<file path="config.mk">
export PLATFORM = sky130hd
export DESIGN_NAME = hazard_detection_unit
export DESIGN_NICKNAME = d
export VERILOG_FILES = /design/src/rtl/mips_hazard_pkg.sv /design/src/rtl/sat_counter.sv /design/src/rtl/hazard_detection_unit.sv
export SDC_FILE = /design/constraint.sdc
export NUM_CORES = 1
export LEC_CHECK = 0
export CAP_MARGIN = 20
export CORE_MARGIN = 5
export CORE_UTILIZATION = 46
export DETAILED_ROUTE_END_ITERATION = 10
export HOLD_SLACK_MARGIN = 0.12
export PLACE_DENSITY = 0.83
export SLEW_MARGIN = 25
export SYNTH_ARGS = -nofsm -noshare
export SYNTH_HDL_FRONTEND = slang
export SYNTH_SLANG_ARGS = --single-unit
</file>
<file path="constraint.sdc">
create_clock -name clk -period 4.36 [get_ports clk]
set_input_delay 0.436 -clock clk [delete_from_list [all_inputs] [get_ports clk]]
set_output_delay 0.436 -clock clk [all_outputs]
set_load 0.05 [all_outputs]
</file>
<file path="src/rtl/mips_hazard_pkg.sv">
// Shared definitions for the MIPS hazard detection unit: FSM state encodings,
// the bundle of pipeline control outputs and its reset/freeze values.
package mips_hazard_pkg;

    localparam int DEF_REG_ADDR_W = 5;

    typedef enum logic [1:0] {
        RUN     = 2'd0,
        LDSTALL = 2'd1,
        FLUSH   = 2'd2,
        MEMWAIT = 2'd3
    } hazState_t;

    typedef struct packed {
        logic pcWrite;
        logic ifIdWrite;
        logic idExBubble;
        logic ifIdFlush;
        logic idExFlush;
        logic pipeHold;
    } hazCtrl_t;

    localparam hazState_t RESET_STATE = RUN;

    // Free-running pipeline: only the PC and IF/ID enables are asserted.
    localparam hazCtrl_t CTRL_DEFAULT = '{pcWrite: 1'b1, ifIdWrite: 1'b1, default: 1'b0};

    // Whole pipeline frozen while data memory is busy.
    localparam hazCtrl_t CTRL_FREEZE = '{pipeHold: 1'b1, default: 1'b0};

endpackage

</file>
<file path="src/rtl/sat_counter.sv">
// Up-counter that sticks at its all-ones value; synchronous active-high reset
// and synchronous clear.
module sat_counter #(
    parameter int WIDTH = 8
) (
    input  logic             clk,
    input  logic             reset,
    input  logic             inc,
    input  logic             clr,
    output logic [WIDTH-1:0] count
);

    always_ff @(posedge clk) begin
        if (reset || clr) begin
            count <= '0;
        end else if (inc && (count != '1)) begin
            count <= count + WIDTH'(1);
        end
    end

endmodule

</file>
<file path="src/rtl/hazard_detection_unit.sv">
// Stall/flush controller beside the ID stage: load-use bubbles, branch/jump flushes
// and memory-busy freezes. Optional HAZARD_PERF_CNT_EN adds StallCount/FlushCount.
module hazard_detection_unit
    import mips_hazard_pkg::*;
#(
    parameter int REG_ADDR_W  = DEF_REG_ADDR_W,
    parameter int TIMEOUT_W   = 8,
    parameter int MEM_TIMEOUT = 200
) (
    input  logic                  clk,
    input  logic                  reset,
    input  logic [REG_ADDR_W-1:0] IF_ID_RegisterRS,
    input  logic [REG_ADDR_W-1:0] IF_ID_RegisterRT,
    input  logic                  ID_UsesRT,
    input  logic [REG_ADDR_W-1:0] ID_EX_RegisterRT,
    input  logic                  ID_EX_MemRead,
    input  logic                  BranchTaken,
    input  logic                  JMP,
    input  logic                  MemBusy,
    output logic                  PCWrite,
    output logic                  IF_ID_Write,
    output logic                  ID_EX_Bubble,
    output logic                  IF_ID_Flush,
    output logic                  ID_EX_Flush,
    output logic                  PipeHold,
    output logic                  MemTimeout,
`ifdef HAZARD_PERF_CNT_EN
    output logic [31:0]           StallCount,
    output logic [31:0]           FlushCount,
`endif
    output logic [1:0]            HazState
);

    hazState_t            state;
    hazState_t            stateNext;
    hazCtrl_t             ctrl;
    logic                 loadUse;
    logic                 waitInc;
    logic                 waitClr;
    logic [TIMEOUT_W-1:0] waitCount;

    assign loadUse = ID_EX_MemRead && (ID_EX_RegisterRT != '0) &&
                     ((ID_EX_RegisterRT == IF_ID_RegisterRS) ||
                      (ID_UsesRT && (ID_EX_RegisterRT == IF_ID_RegisterRT)));

    always_ff @(posedge clk) begin
        if (reset) begin
            state <= RESET_STATE;
        end else begin
            state <= stateNext;
        end
    end

    // Reset forces defaults so nothing is bubbled or flushed in the reset cycle.
    // LDSTALL and FLUSH ignore loaduse/JMP: the ID slot already holds a NOP.
    always_comb begin
        ctrl      = CTRL_DEFAULT;
        stateNext = state;
        waitInc   = 1'b0;
        waitClr   = 1'b0;
        if (!reset) begin
            unique case (state)
                RUN: begin
                    if (MemBusy) begin
                        ctrl      = CTRL_FREEZE;
                        waitInc   = 1'b1;
                        stateNext = MEMWAIT;
                    end else if (BranchTaken) begin
                        ctrl.ifIdFlush = 1'b1;
                        ctrl.idExFlush = 1'b1;
                        stateNext      = FLUSH;
                    end else if (loadUse) begin
                        ctrl.pcWrite    = 1'b0;
                        ctrl.ifIdWrite  = 1'b0;
                        ctrl.idExBubble = 1'b1;
                        stateNext       = LDSTALL;
                    end else if (JMP) begin
                        ctrl.ifIdFlush = 1'b1;
                    end
                end
                LDSTALL, FLUSH: begin
                    stateNext = MemBusy ? MEMWAIT : RUN;
                end
                MEMWAIT: begin
                    if (MemBusy) begin
                        ctrl    = CTRL_FREEZE;
                        waitInc = 1'b1;
                    end else begin
                        waitClr   = 1'b1;
                        stateNext = RUN;
                    end
                end
                default: stateNext = RUN;
            endcase
        end
    end

    // Counter is zero in RUN, so the first busy cycle loads it to 1.
    sat_counter #(
        .WIDTH (TIMEOUT_W)
    ) uWaitCounter (
        .clk   (clk),
        .reset (reset),
        .inc   (waitInc),
        .clr   (waitClr),
        .count (waitCount)
    );

    always_ff @(posedge clk) begin
        if (reset) begin
            MemTimeout <= 1'b0;
        end else if (waitInc && (waitCount == TIMEOUT_W'(MEM_TIMEOUT - 1))) begin
            MemTimeout <= 1'b1;
        end
    end

`ifdef HAZARD_PERF_CNT_EN
    sat_counter #(
        .WIDTH (32)
    ) uStallCounter (
        .clk   (clk),
        .reset (reset),
        .inc   (ctrl.idExBubble),
        .clr   (1'b0),
        .count (StallCount)
    );

    sat_counter #(
        .WIDTH (32)
    ) uFlushCounter (
        .clk   (clk),
        .reset (reset),
        .inc   (ctrl.ifIdFlush),
        .clr   (1'b0),
        .count (FlushCount)
    );
`endif

    assign PCWrite      = ctrl.pcWrite;
    assign IF_ID_Write  = ctrl.ifIdWrite;
    assign ID_EX_Bubble = ctrl.idExBubble;
    assign IF_ID_Flush  = ctrl.ifIdFlush;
    assign ID_EX_Flush  = ctrl.idExFlush;
    assign PipeHold     = ctrl.pipeHold;
    assign HazState     = state;

endmodule

</file>
==> results.yml <==
clock_network:
  postCtsSetupBuffers: 0
  htreeDepth: 1
  clk_pin_slew_ps: 60
  cts_buffers: 3
  cts_root_buf: "clkbuf_4"
  clk_latency_ps: 260
  cts_hold_buf: 0
  cts_sinks: 11
  cts_max_path_buffers: 2
  post_cts_resized: 0
  cts_tree: "done"
worst_hold_path:
  min_from: "MemTimeout"
  hold_path_end: "MemTimeout"
  hold_class: "register to register"
  hold_path_depth: 2
worst_setup_path:
  r2r_cells: 7
  crit_arrival_ps: 2840
  regToRegSetupSlack_ps: 2300
  cp-startpoint: "ID_EX_RegisterRT[3]"
  required_ps: 3920
  crit_type: "input port to output port"
  cp_max_fo: 3
  worstReg2RegStart: "HazState[0]"
  regToRegEndpoint: "uWaitCounter.count[5]"
  critPathLaunchType: "input port"
  crit_path_end_kind: "output port"
cells_and_area:
  final_area_um2: 1142
  areaGrowthSynthToFinish_pct: 41.77
  antenna-diode-count: 0
  n_fill_cell: 146
  nets: 152
  layout-drive-gt1-share_pct: 8.000
synth:
  synth_seq_cells: 11
  async_flop_share_pct: 0
  yosys_most_used_dff: "dfxtp_1"
  synth-compound-area-share_pct: 18.48
  yosys.area_share.simple_pct: 26.55
  synth.area.top_cells: "dfxtp_1 27%, xor2_1 15%, ha_1 6.2%"
  synth_fa_ha_area_share_pct: 6.211
  syn-cell-area_um2: 805.8
  synth_fp_nets: 119
  synth.avg_cell_area_um2: 8.664
  seq_area_frac_synth_pct: 27.33
  synth_mux_area_share_pct: 1.242
  synth_top_cell_area_share_pct: 27.33
  yosys_warnings: 0
  synth_top_family_by_area: "simple AND/OR/NAND/NOR gates"
  netlist.top_cell.by_area: "dfxtp_1"
  synth_edf_count: 0
  yosysUniqueCellTypes: 38
  synth-xor-area-share_pct: 17.39
  yosysMostFrequentCell: "xor2_1"
  synth_cells: 93
  synthTopCellsByCount: "14 x xor2_1, 11 x dfxtp_1, 11 x nor2_1"
global_routing:
  grt_pass1_vias: 813
  grt_max_degree: 10
  antenna_found_initial: 0
  grt_overflow: 0
  track_usage_pct: 15.37
  grt_pass1_wl_um: 3180
placed_design:
  hpwlAfterDp_um: 1576
  place_area_um2: 1116
  port_buffers: 30
  routabilityCongestion: 0.7516
sta:
  tightest_slew_ps: 551.0
  hold_ws_ps: 480.1
  fin_skew_ps: 0.6308
  fin_crit_sh_pct: 75.17
  min_period_ps: 3278
  rsz0062_at_grt: "false"
  tns_ps: 0
  maxSlewHeadroom_pct: 63.27
  setup_violations: 0
  max_freq_mhz: 305.1
  final_max_slew_viol_count: 0
  finalHoldViolCount: 0
die:
  core_um2: 1689
  pin_count: 31
  die_w_um: 51.86
  rows: 15
  die_h_um: 51.86
  dieArea_um2: 2689
  start_util_pct: 47.70
detailed_routing:
  via_per_inst: 5.556
  routed.top_layer: "met4"
  routed_wirelength_um: 1920
  wl_met1_um: 770
  routedWlPerCell_um: 13.52
  vias: 789
  first_pass_iters: 4
  met3_length_um: 168
  postRouteAntennaNets: 0
  first_iter_violations: 8
  drc_errors: 0
  wl_met2_um: 955
power:
  power_density_nw_per_um2: 288.7
  p_leak_nw: 0.4437
  peakVddDrop_mv: 0.1718
flow_run:
  cap_violations: 0
status:
  status: "completed"
[how the worst max path moves through the flow]
| stage | to | depth (start not counted) |
|---|---|---|
| after floorplan | ID_EX_Bubble | 5 |
| after global placement | ID_EX_Bubble | 7 |
| after detailed placement | ID_EX_Bubble | 7 |
| after CTS | ID_EX_Bubble | 7 |
| after global routing | ID_EX_Bubble | 7 |
| final | ID_EX_Bubble | 7 |
[logic make-up (layout without fill, tap and decap cells)]
group / count (synthesis) / after routing
buffers and inverters: 5 / 37
AND/OR/NAND/NOR: 37 / 37
AO/OA/AOI/OAI: 19 / 19
multiplexers: 1 / 1
adder cells (fa/ha/maj): 4 / 4
flip-flops: 11 / 11
XOR/XNOR: 16 / 16
[power breakdown]
part	internal [mW]	switching, mW	total, mW
clock network	0.0353	0.0312	0.0665
registers	0.106	0.00689	0.113
logic	0.0652	0.0852	0.150
[metrics by stage]
step | power, mW | std cells | worst slack, ps | utilization (%)
after detailed placement | 0.2654 | 138 | 1122 | 66.07
after floorplan | 0.2123 | 93 | 1287 | -
after global placement | 0.2620 | 138 | 1094 | 66.07
final | 0.3298 | 142 | 1082 | 67.63
after CTS | 0.3335 | 142 | 1098 | 67.63
after global routing | 0.3514 | 142 | 994.6 | 67.63
[worst max-delay path, cell delays in order]
cell	delay [ps]
clkdlybuf4s50_1	470
xor2_1	200
nor4_2	320
a22o_1	200
nand2b_1	60
nor4_1	290
clkdlybuf4s50_1	870
[state kept, by name, indices dropped and copies added, names as in the netlist]
register	cells
uWaitCounter.count	8
HazState	2
MemTimeout	1
[per-layer routing]
layer | up-vias | global-route usage [%]
li1 | 400 | -
met1 | 350 | 15.51
met2 | 35 | 29.29
met3 | 4 | 4.298
met4 | 0 | 5.677
met5 | - | 0
[cell usage in the layout (no fill, tap or decap), types with 4 or more instances in the layout]
cell	netlist	final
ha_1	4	4
nor2_1	11	11
o21ai_0	4	4
clkdlybuf4s50_1	0	30
dfxtp_1	11	11
xor2_1	14	14
[layout make-up]
class                           count  area, µm²  share of cell area (%)
Clock buffer                        4      26.28                   2.300
Multi-Input combinational cell     77      563.0                   49.29
Sequential cell                    11      220.2                   19.28
Inverter                            3      11.26                  0.9858
Tap cell                           17      21.27                   1.862
Timing Repair Buffer               30      300.3                   26.29
Power figures use the tool's default switching activity.
